**src/rtl/pico_mips_pkg.sv**
```systemverilog
`default_nettype none
// ---------------------------------------------------------------------------
// pico_mips_pkg : opcodes, instruction fields and program constants for pico_mips
// Rev 1.0
// ---------------------------------------------------------------------------
package pico_mips_pkg;

  typedef enum logic [3:0] {
    OP_ADD  = 4'd0,
    OP_ADDI = 4'd1,
    OP_MULI = 4'd2,
    OP_LDSW = 4'd3,
    OP_OUT  = 4'd4,
    OP_BS1  = 4'd5,
    OP_BS0  = 4'd6,
    OP_J    = 4'd7
  } opcode_e;

  localparam int IW        = 18;
  localparam int PCW       = 5;
  localparam int ROM_DEPTH = 32;

  localparam int OP_HI  = 17;
  localparam int OP_LO  = 14;
  localparam int RD_HI  = 13;
  localparam int RD_LO  = 11;
  localparam int RS_HI  = 10;
  localparam int RS_LO  = 8;
  localparam int IMM_HI = 7;
  localparam int IMM_LO = 0;

  // Q1.7 coefficients and affine offsets
  localparam logic [7:0] C075 = 8'h60;
  localparam logic [7:0] C05  = 8'h40;
  localparam logic [7:0] CM05 = 8'hC0;
  localparam logic [7:0] B1   = 8'd20;
  localparam logic [7:0] B2   = 8'hEC;

  function automatic logic [IW-1:0] mk(opcode_e op, logic [2:0] rd, logic [2:0] rs,
                                       logic [7:0] imm);
    return {op, rd, rs, imm};
  endfunction

endpackage
`default_nettype wire

```
**src/rtl/pico_alu.sv**
```systemverilog
`default_nettype none
// ---------------------------------------------------------------------------
// pico_alu : combinational ADD / ADDI / Q1.7 fractional multiply
// Rev 1.0
// ---------------------------------------------------------------------------
module pico_alu #(
  parameter int n = 8
) (
  input  logic [3:0]   op,
  input  logic [n-1:0] a,
  input  logic [n-1:0] b,
  input  logic [n-1:0] imm,
  output logic [n-1:0] y
);
  import pico_mips_pkg::*;

  logic signed [2*n-1:0] w_prod;
  logic                  w_unused;

  assign w_prod   = $signed(a) * $signed(imm);
  // dropping the low n-1 bits is an arithmetic shift, i.e. floor toward -inf
  assign w_unused = &{1'b0, w_prod[2*n-1], w_prod[n-2:0]};

  always_comb begin
    y = a;
    case (op)
      OP_ADD:  y = a + b;
      OP_ADDI: y = a + imm;
      OP_MULI: y = w_prod[2*n-2:n-1];
      default: y = a;
    endcase
  end

endmodule
`default_nettype wire

```
**src/rtl/pico_mips.sv**
```systemverilog
`default_nettype none
// ---------------------------------------------------------------------------
// pico_mips : single-cycle 8-bit core running a fixed affine transform program
// Rev 1.0
// ---------------------------------------------------------------------------
module pico_mips #(
  parameter int n = 8
) (
  input  logic         clk,
  input  logic         reset,
  input  logic         sw8,
  input  logic [n-1:0] sws,
  output logic [n-1:0] display
);
  import pico_mips_pkg::*;

  logic [PCW-1:0] r_pc;
  logic [PCW-1:0] w_pc_next;
  logic [IW-1:0]  w_instr;
  logic [3:0]     w_op;
  logic [2:0]     w_rd;
  logic [2:0]     w_rs;
  logic [7:0]     w_imm;
  logic [n-1:0]   r_regs [8];
  logic [n-1:0]   w_rd_val;
  logic [n-1:0]   w_rs_val;
  logic [n-1:0]   w_alu;
  logic [n-1:0]   w_wdata;
  logic           w_we;

  // Coefficient copies and clears are hoisted ahead of the last wait so that
  // x2 is ready in r3 and goes out on the cycle after sw8 is seen low.
  always_comb begin
    w_instr = mk(OP_J, 3'd0, 3'd0, 8'd0);
    case (r_pc)
      5'd0:  w_instr = mk(OP_BS0,  3'd0, 3'd0, 8'd0);
      5'd1:  w_instr = mk(OP_LDSW, 3'd1, 3'd0, 8'd0);
      5'd2:  w_instr = mk(OP_MULI, 3'd3, 3'd0, 8'd0);
      5'd3:  w_instr = mk(OP_MULI, 3'd4, 3'd0, 8'd0);
      5'd4:  w_instr = mk(OP_MULI, 3'd5, 3'd0, 8'd0);
      5'd5:  w_instr = mk(OP_MULI, 3'd6, 3'd0, 8'd0);
      5'd6:  w_instr = mk(OP_ADD,  3'd3, 3'd1, 8'd0);
      5'd7:  w_instr = mk(OP_ADD,  3'd4, 3'd1, 8'd0);
      5'd8:  w_instr = mk(OP_BS1,  3'd0, 3'd0, 8'd8);
      5'd9:  w_instr = mk(OP_BS0,  3'd0, 3'd0, 8'd9);
      5'd10: w_instr = mk(OP_LDSW, 3'd2, 3'd0, 8'd0);
      5'd11: w_instr = mk(OP_ADD,  3'd5, 3'd2, 8'd0);
      5'd12: w_instr = mk(OP_ADD,  3'd6, 3'd2, 8'd0);
      5'd13: w_instr = mk(OP_MULI, 3'd3, 3'd0, C075);
      5'd14: w_instr = mk(OP_MULI, 3'd4, 3'd0, CM05);
      5'd15: w_instr = mk(OP_MULI, 3'd5, 3'd0, C05);
      5'd16: w_instr = mk(OP_MULI, 3'd6, 3'd0, C075);
      5'd17: w_instr = mk(OP_ADD,  3'd3, 3'd5, 8'd0);
      5'd18: w_instr = mk(OP_ADD,  3'd4, 3'd6, 8'd0);
      5'd19: w_instr = mk(OP_ADDI, 3'd3, 3'd0, B1);
      5'd20: w_instr = mk(OP_ADDI, 3'd4, 3'd0, B2);
      5'd21: w_instr = mk(OP_BS1,  3'd0, 3'd0, 8'd21);
      5'd22: w_instr = mk(OP_OUT,  3'd0, 3'd3, 8'd0);
      5'd23: w_instr = mk(OP_BS0,  3'd0, 3'd0, 8'd23);
      5'd24: w_instr = mk(OP_OUT,  3'd0, 3'd4, 8'd0);
      5'd25: w_instr = mk(OP_BS1,  3'd0, 3'd0, 8'd25);
      5'd26: w_instr = mk(OP_J,    3'd0, 3'd0, 8'd0);
      default: w_instr = mk(OP_J,  3'd0, 3'd0, 8'd0);
    endcase
  end

  assign w_op  = w_instr[OP_HI:OP_LO];
  assign w_rd  = w_instr[RD_HI:RD_LO];
  assign w_rs  = w_instr[RS_HI:RS_LO];
  assign w_imm = w_instr[IMM_HI:IMM_LO];

  assign w_rd_val = (w_rd == 3'd0) ? '0 : r_regs[w_rd];
  assign w_rs_val = (w_rs == 3'd0) ? '0 : r_regs[w_rs];

  pico_alu #(.n(n)) u_alu (
    .op  (w_op),
    .a   (w_rd_val),
    .b   (w_rs_val),
    .imm (w_imm),
    .y   (w_alu)
  );

  assign w_wdata = (w_op == OP_LDSW) ? sws : w_alu;
  assign w_we    = (w_rd != 3'd0) &&
                   ((w_op == OP_ADD) || (w_op == OP_ADDI) ||
                    (w_op == OP_MULI) || (w_op == OP_LDSW));

  always_comb begin
    w_pc_next = r_pc + 5'd1;
    case (w_op)
      OP_BS1:  if (sw8)  w_pc_next = w_imm[4:0];
      OP_BS0:  if (!sw8) w_pc_next = w_imm[4:0];
      OP_J:    w_pc_next = w_imm[4:0];
      default: w_pc_next = r_pc + 5'd1;
    endcase
  end

  always_ff @(posedge clk or posedge reset) begin
    if (reset) begin
      r_pc    <= '0;
      display <= '0;
      for (int i = 0; i < 8; i++) r_regs[i] <= '0;
    end else begin
      r_pc <= w_pc_next;
      if (w_we) r_regs[w_rd] <= w_wdata;
      if (w_op == OP_OUT) display <= w_rs_val;
    end
  end

endmodule
`default_nettype wire

```
**config.mk**
```make
export PLATFORM = sky130hd
export DESIGN_NAME = pico_mips
export DESIGN_NICKNAME = d
export VERILOG_FILES = /design/src/rtl/pico_mips_pkg.sv /design/src/rtl/pico_alu.sv /design/src/rtl/pico_mips.sv
export SDC_FILE = /design/constraint.sdc
export NUM_CORES = 1
export LEC_CHECK = 0
export BUFFER_PORTS_ARGS = -buffer_cell sky130_fd_sc_hd__clkbuf_2
export CAP_MARGIN = 20
export CORE_MARGIN = 2
export CORE_UTILIZATION = 55
export DETAILED_ROUTE_END_ITERATION = 10
export PLACE_DENSITY = 0.74
export SETUP_SLACK_MARGIN = 0.3
export SYNTH_ARGS = -nofsm -noshare
export SYNTH_HDL_FRONTEND = slang
export SYNTH_SLANG_ARGS = --single-unit
```
**constraint.sdc**
```tcl
create_clock -name clk -period 6.2 [get_ports clk]
set_input_delay 1.24 -clock clk [delete_from_list [all_inputs] [get_ports clk]]
set_output_delay 1.24 -clock clk [all_outputs]
set_load 0.1 [all_outputs]
```
# Word-level counts from Yosys, hierarchy flattened
# Memories as Yosys holds them, arrays and structs flattened.
# Cells that the tools add are included.
totals:
  memories: 1
  wordCells: 52
  mem_bits_ro: 544
  out_inout_bits: 8
  input_bits: 11
  register_bits: 77
mem_list:
  columns: ["memory", "words", "word_bits", "rd", "rd_ports_with_merged_regs", "wr", "line", "source"]
  rows:
  - ["(name not given)", 32, 17, 1, 0, 0, "pico_mips.sv:35", "case (r_pc)"]
op_classes:
  n_bitwise: 2
  n_mul: 1
  magnitude_cmp: 3
  n_eq_ne: 7
  muxes: 16
  n_addsub: 3
  reduce_logical: 9
ops:
  columns: ["op", "count"]
  rows:
  - ["64-bit bitwise mux", 1]
  - ["8-bit 2-to-1 mux", 8]
  - ["8-bit binary-select mux with 3-bit select", 2]
  - ["8-bit demux with 3-bit select", 1]
  - ["8-bit one-hot mux with 3 select lines", 1]
  - ["8-bit adder", 2]
  - ["4-bit by 3-bit == test with 1-bit output, second input constant", 4]
  - ["8-bit by 8-bit multiplier with 15-bit output", 1]
  - ["5-bit one-hot mux with 3 select lines", 1]
  - ["5-bit 2-to-1 mux", 2]
  - ["4-bit by 2-bit == test with 1-bit output, second input constant", 2]
  - ["4-bit greater-or-equal comparator, second input constant", 2]
  - ["3-bit inverter with 4-bit output", 2]
  - ["3-bit zero test", 2]
  - ["5-bit by 1-bit adder with 5-bit output, second input constant", 1]
  - ["4-bit by 1-bit == test with 1-bit output, second input constant", 1]
  - ["4-bit zero test", 1]
  - ["4-bit by 1-bit < comparator with 1-bit output, second input constant", 1]
  - ["1-bit logical OR", 3]
  - ["3-bit nonzero test", 1]
  - ["1-bit logical AND", 2]

# Depth between registers and ports, before layout
# Gate-level depths: netlist of the first run.
# An unclocked memory read counts as a cell.
depth:
  ltp_word: 10
  depth_mapped: 30
  depth_no_buf: 27

# By module
# A second synthesis of the first run with hierarchy kept.
hier_totals:
  cells_unflattened: 757
  hier_area_um2: 7624.8
by_module_without_submodules:
  columns: ["module", "cells_per_inst", "area_per_inst_um2", "seq_area_each_um2", "instances"]
  rows:
  - ["pico_mips", 437, 4858.4, 1726.7, 1]
  - ["pico_alu", 320, 2766.4, 0.0, 1]

# Worst setup path before layout of the first run
# No wires, ideal clock.
synth_timing:
  kind: "register to register"
  from: "reg r_pc[0]"
  to: "reg r_regs[15] (netlist name)"
  t_arrival_ns: 6.691
  synth_period_minus_slack_ns: 6.832
  n_path_buf: 3
  t_required_ns: 6.059
  setup_slack_ns: -0.632
  path_stages_with_launch: 30
  setup_time_ns: 0.141
  path_cell_list: "dfrtp_1 buf_2 inv_1 ha_1 o211a_1 nor2_4 buf_6 clkbuf_1 nand2_1 a21oi_1 a21oi_1 o21a_1 inv_1 o21ai_0 fa_1 fa_1 inv_1 fa_1 inv_1 fa_1 inv_1 ha_1 nand4b_1 o2111ai_1 o31ai_1 o21ai_0 xnor2_1 o211ai_2 a31oi_1 a22oi_1"
synth_between:
  elab_chain_len: 10
  elab_cells_between_ends: 33
  classes_between: "2 x add/sub; 1 x mul; 2 x order compare; 3 x eq/ne; 13 x mux; 2 x bitwise; 9 x reduce/logical; 1 x memory"
synth_lines:
  columns: ["element", "line", "source"]
  rows:
  - ["start, declared", "pico_mips.sv:17", "logic [PCW-1:0] r_pc;"]
  - ["start signal, assigned", "pico_mips.sv:104", "r_pc <= w_pc_next;"]
  - ["memory read 32 x 17 bit (*)", null, null]
  - ["3-bit inverter with 4-bit output (on tied branches)", "pico_mips.sv:72, pico_mips.sv:105, pico_mips.sv:73", null]
  - ["8-bit binary-select mux with 3-bit select (on tied branches)", "pico_mips.sv:72, pico_mips.sv:73", null]
  - ["8-bit 2-to-1 mux (on tied branches) (3 in series)", "pico_mips.sv:72, pico_mips.sv:73", null]
  - ["8-bit by 8-bit multiplier with 15-bit output, or another cell as far along", "pico_alu.sv:20", "assign w_prod = $signed(a) * $signed(imm);"]
  - ["8-bit one-hot mux with 3 select lines", "pico_alu.sv:26", "case (op)"]
  - ["8-bit 2-to-1 mux", "pico_mips.sv:83", "assign w_wdata = (w_op == OP_LDSW) ? sws : w_alu;"]
  - ["64-bit bitwise mux", "pico_mips.sv:105", "if (w_we) r_regs[w_rd] <= w_wdata;"]
  - ["end signal, assigned by index", "pico_mips.sv:105", null]
  - ["end, declared", "pico_mips.sv:24", "logic [n-1:0] r_regs [8];"]
# Mark *: on every way between the ends. The rest lies on a longest branch, timed or not. The select of a mux whose other input is x is not followed.
# A chain may end at the register's enable or synchronous reset.

# Worst setup path after layout of the first run
layout_timing:
  from: "reg r_pc[1]"
  to: "reg r_regs[11] (netlist name)"
# Same word-level chain as after synthesis.

==> metrics.txt, run 1 <==
synthesized net count 932; synth warn 0; Post-synth top cells 109 x nand2_1, 93 x inv_1, 74 x nor2_1, 69 x dfrtp_1, 51 x fa_1; setup_tns -9.73 ns; PortBufs 18; clk_lat worst skew approximately 0.34 ns; count leader, synth nand2_1; register area share after synthesis a little under a quarter; Total GRT Usage a little under a third; post-layout min period roughly 6.5 ns; synthesized area per cell roughly 8.7 um2; Setup-failing EPs final around 50; final antenna diode count 0; distinct cell type count after synthesis 77; critical path required time 6.40 ns; row count slightly above 40; CTS buffer count 9; DPL Wire Length between 15,000 and 20,000 um; fin crit share 104%; die height around 120 um; remaining antenna violation count 0; max-cap violations 0; Mapped Cells approximately 830; fmax around 150 MHz; CP max stage cell fa_1; Area Growth Syn to Fin 29.0%; max-slew violation count 0; Slew @ Worst Pin 1.00 ns; fin worst setup slack -0.260 ns; design area ~9300 um2; area of the core between 10,000 and 15,000 um2; total wire length around 23,000 um; CTS max path bufs 2; nets between 1k and 1.5k; DRT iter0 DRCs ~860; ranking of synthesized cells by area dfrtp_1 24%, fa_1 14%, ha_1 6.7%; final hold viol count 0; gp weighted congestion 0.981; #FFs+latches synth 69; DP Area approximately 8300 um2; drt pass-1 iters 6; remaining global-route overflow 0; status finished, violations left; Final Skew ~0.0088 ns; via count ~7.1k; Synth Flop Type dfrtp_1; Root Buffer clkbuf_16; die width approximately 120 um; largest net degree at the start of global routing 70; failing checks negative setup slack; Max FO, Critical Path 7; RSZ-0062 raised after global routing true; initial antenna violation count 0; ys async rst share 100%; Max-slew headroom 32.4%; DRC 0; top-area cell type share of the netlist area a little under a quarter; vias in the first global route slightly below 7k; Post-synth EDFFs 0; area of the mapped netlist roughly 7200 um2; clock-pin slew on the worst setup and hold paths roughly 0.060 ns; Hold Crit Class reg -> reg; startpoint class of the critical path register; CP peak stage delay 0.52 ns; crit path kind reg -> reg; Crit. End Element register; via/cell ratio ~6.3; I/O pins 19; CTS tree built; Initial Util around 57%; Worst Path Arrival approximately 6.7 ns; Hold Buf Count CTS 0; clock sink total between 60 and 70; die area 14,100 um2; largest area contributor in the netlist dfrtp_1; first-pass GRT wire length roughly 36,000 um; DR WL/cell 20.5 um; CTS H-tree lvls 3; share of layout cells above drive strength 1 around a third
## cell usage in the layout (no fill, tap or decap), drive strengths merged, types with 23 or more instances in the layout
cell,n
nor2,77
o21ai,40
buf,128
ha,39
clkbuf,28
inv,97
o31ai,23
nand2,111
dfrtp,69
mux2,25
fa,51
nand3,25
mux2i,24
a21oi,28
## sequential cells by signal (all words and copies together), names as in the netlist
register / flops
r_regs: 56
display: 8
r_pc: 5
## what timing repair did
item                       in CTS  in global routing
setup endpoints to repair      56                 56
gates resized for setup        57                 49
gates cloned                    0                  1
pin swaps                      35                 21
buffers inserted                7                 16
## cell type report
type,count,area (um2)
fillers,900,3390
repair buffers,146,1140
clock buffers,10,239
well taps,172,215
flip-flops and latches,69,1730
multi-input cells,628,5550
inverters,95,362
clock inverters,6,93.8
## path summary, 6_finish.rpt
| path | end | slack, ns | start | cells after the start |
|---|---|---|---|---|
| min in group asynchronous | r_regs[25] | 1.16 | reset | 3 |
| max in group asynchronous | r_pc[3] | 4.43 | reset | 3 |
| max | r_regs[11] | -0.26 | r_pc[1] | 30 |
| min | r_regs[10] | 0.48 | r_regs[10] | 2 |
| min reg2reg | r_regs[10] | 0.48 | r_regs[10] | 2 |
| max reg2reg | r_regs[11] | -0.26 | r_pc[1] | 30 |
## metal layers
| layer | vias to the layer above | track usage (%) | part of all wire [%] |
|---|---|---|---|
| li1 | 3119 | - | - |
| met1 | 3460 | 43.1 | 39 |
| met2 | 441 | 51.6 | 48 |
| met3 | 88 | 5.69 | 9.7 |
| met4 | 0 | 11.8 | 3.6 |
| met5 | - | 0 | 0 |
## critical path: cells and delay by family, from the launching register on
family                   cells  cell delay, ns
buffers and inverters       10            1.17
AND/OR/NAND/NOR              4            0.46
flip-flops                   1            0.45
adder cells (fa/ha/maj)      6            2.39
AO/OA/AOI/OAI                8            1.33
multiplexers                 1            0.34
XOR/XNOR                     1            0.15
## metrics by stage
step | worst slack, ns | hold slack [ns] | cells | utilization, %
6_report | -0.260 | 0.485 | 1126 | 73.4
5_1_grt | -0.461 | 0.529 | 1126 | 73.4
4_1_cts | -0.209 | 0.484 | 1109 | 70.0
3_5_place_dp | -0.495 | 0.471 | 1086 | 65.2
3_3_place_gp | -0.311 | 0.468 | 1086 | 65.2
2_1_floorplan | 0.134 | 0.449 | 831 | -
## kinds of logic (layout without fill, tap and decap cells)
| kind of cell | after synthesis | in the layout | share of synthesized area (%) |
|---|---|---|---|
| AO/OA/AOI/OAI | 206 | 206 | 20.8 |
| XOR/XNOR | 24 | 24 | 2.90 |
| adder cells (fa/ha/maj) | 90 | 90 | 20.8 |
| buffers and inverters | 135 | 257 | 7.81 |
| flip-flops | 69 | 69 | 23.9 |
| multiplexers | 50 | 50 | 7.52 |
| AND/OR/NAND/NOR | 257 | 258 | 16.3 |
Power of run 1 is not shown: default switching activity piles up to over one toggle a cycle in this logic, so the estimate is an artifact.
==> run 2, diff against run 1 <==
- PLACE_DENSITY: 0.74 -> 0.72
- RECOVER_POWER: unset -> 50
- clock period: 6.2 -> 5.98 ns (I/O delays scaled with it)
==> run 2 against run 1 <==
The flow finishes with violations (max-capacitance violations, max-slew violations, negative setup slack). Die area did not move. Global-route usage rose by 2.4 points. Critical path type unchanged. Maximum frequency up 0.66%.
==> metrics.txt, run 2 (same netlist as run 1, synthesis figures left out) <==
PortBufs 18 (unchanged); die height 119 um (unchanged); share of layout cells above drive strength 1 36.0% (+3.9 points); remaining antenna violation count 0 (unchanged); CTS H-tree lvls 3 (unchanged); worst r2r dst r_regs[6]; RSZ-0062 raised after global routing true; max reg flops 56 (unchanged); fmax 156 MHz (+0.66%); clock sink total 69 (unchanged); termination of the worst setup path r_regs[6]; clk_lat worst skew 0.36 ns (+0.02 ns); nets 1,071 (+2.0%); clock-pin slew on the worst setup and hold paths 0.06 ns (about the same); final hold viol count 0 (unchanged); I/O pins 19 (unchanged); Crit. End Element register; CTS buffer count 9 (unchanged); Final Skew 0.0104 ns (+0.00157 ns); area of the multi-input gates 5670 um2 (+2.2%); startpoint class of the critical path register; total wire length 24,700 um (+7.4%); Slew @ Worst Pin 3.82 ns (+2.82 ns); DRC 0 (unchanged); Root Buffer clkbuf_16; largest net degree at the start of global routing 70 (unchanged); R2R depth 31 (+3.3%); remaining global-route overflow 0 (unchanged); CTS tree built; biggest regs r_regs x56, display x8, r_pc x5; Total GRT Usage 34.4% (+2.4 points); post-layout min period 6.42 ns (-0.0423 ns); CP peak stage delay 0.56 ns (+0.04 ns); critical path required time 6.24 ns (-0.16 ns); r2r startpoint r_pc[1]; commonest cells after routing, fill and taps aside 136 x buf_4, 104 x nand2_1, 80 x inv_1, 66 x dfrtp_1, 62 x nor2_1; die width 119 um (unchanged); DPL Wire Length 17,000 um (+2.1%); failing checks max-capacitance violations, max-slew violations, negative setup slack; initial antenna violation count 1 (+1); via count 7,283 (+2.5%); via/cell ratio 6.35 (+0.59%); die area 14,100 um2 (unchanged); DRT iter0 DRCs 772 (-10%); Hold Buf Count CTS 0 (unchanged); fin crit share 107% (+3.1 points); max-cap violations 1 (+1); crit path launch r_pc[1]; CP max stage cell fa_1; status finished, violations left; CTS max path bufs 2 (unchanged); fin worst setup slack -0.438 ns (-0.178 ns); Hold Crit Class reg -> reg; Max-slew headroom -155% (-190 points); Max FO, Critical Path 5 (-2); vias in the first global route 7,434 (+7.9%); DR WL/cell 21.6 um (+5.5%); Initial Util 56.9% (unchanged); first-pass GRT wire length 38,000 um (+6.4%); Area Growth Syn to Fin 32.5%; commonest non-fill, non-tap cell in the layout buf_4; final antenna diode count 0 (unchanged); gp weighted congestion 1.05 (+7.5%); max-slew violation count 70 (+70); Hold Worst Slack 0.509 ns (+0.0239 ns); critical path's most frequent cell inv_1; row count 41 (unchanged); flop-to-flop setup slack -0.44 ns (-0.18 ns); register area 1730 um2 (about the same); Top reg by flops r_regs; crit path kind reg -> reg; Setup-failing EPs final 49 (unchanged); Worst Path Arrival 6.67 ns (about the same); # fillers 881 (-2.1%); drt pass-1 iters 6 (unchanged); area of the core 12,700 um2 (unchanged)
run 2: cell count changes in the layout (fill, tap and decap cells not counted), moves of 6 or more:
cell	before	now
o41ai_2	6	0
buf_4	114	136
o21ai_0	25	18
inv_1	86	80
o41ai_1	2	8
inv_2	7	14
nor2_1	70	62
run 2: cell type report:
cell class	count	area share, %
multi-input cells	627	59.1
well taps	172	2.24
repair buffers	168	13.6
clock inverters	6	0.731
flip-flops and latches	69	18.0
clock buffers	10	2.49
inverters	95	3.74
run 2: repair_timing:
action | in CTS | in global routing
setup endpoints to repair | 56 | 56
setup buffers | 27 | 11
pin swaps | 58 | 40
gates cloned | 1 | 0
resized for setup | 87 | 62
run 2: per-stage QoR:
step	util (%)	cell area [um2]	cells	worst slack, ns	TNS, ns
final	75.4	9590	1147	-0.438	-13.64
after global routing	75.4	9590	1147	-0.685	-24.03
after CTS	72.5	9230	1136	-0.201	-6.74
after detailed placement	65.4	8330	1092	-0.473	-19.09
after global placement	65.4	8330	1092	-0.322	-12.44
after floorplan	-	7390	831	-0.0857	-0.674
run 2: worst min-delay path by stage:
stage,start,endpoint,cells past startpoint
finish,r_regs[1],r_regs[1],2
global route,display[0],display[0],1
CTS,r_regs[10],r_regs[10],2
detailed placement,r_regs[10],r_regs[10],2
global placement,r_regs[10],r_regs[10],2
floorplan,r_regs[10],r_regs[10],2
run 2: layer usage:
metal / vias to the layer above / track usage, % / part of all wire, %
met3: 130 / 7.24 / 9.1
met5: - / 0 / 0.061
met4: 2 / 16.5 / 5.3
met2: 473 / 56.1 / 48
li1: 3145 / - / -
met1: 3533 / 43.5 / 38
run 2: worst max-delay path, delay by kind of cell (launching register included):
kind                     cells  cell delay, ns
AND/OR/NAND/NOR              4            0.52
adder cells (fa/ha/maj)      6            2.59
multiplexers                 3            0.40
flip-flops                   1            0.46
XOR/XNOR                     1            0.12
buffers and inverters       11            1.19
AO/OA/AOI/OAI                6            1.02
Power of run 2 is left out for the same reason.
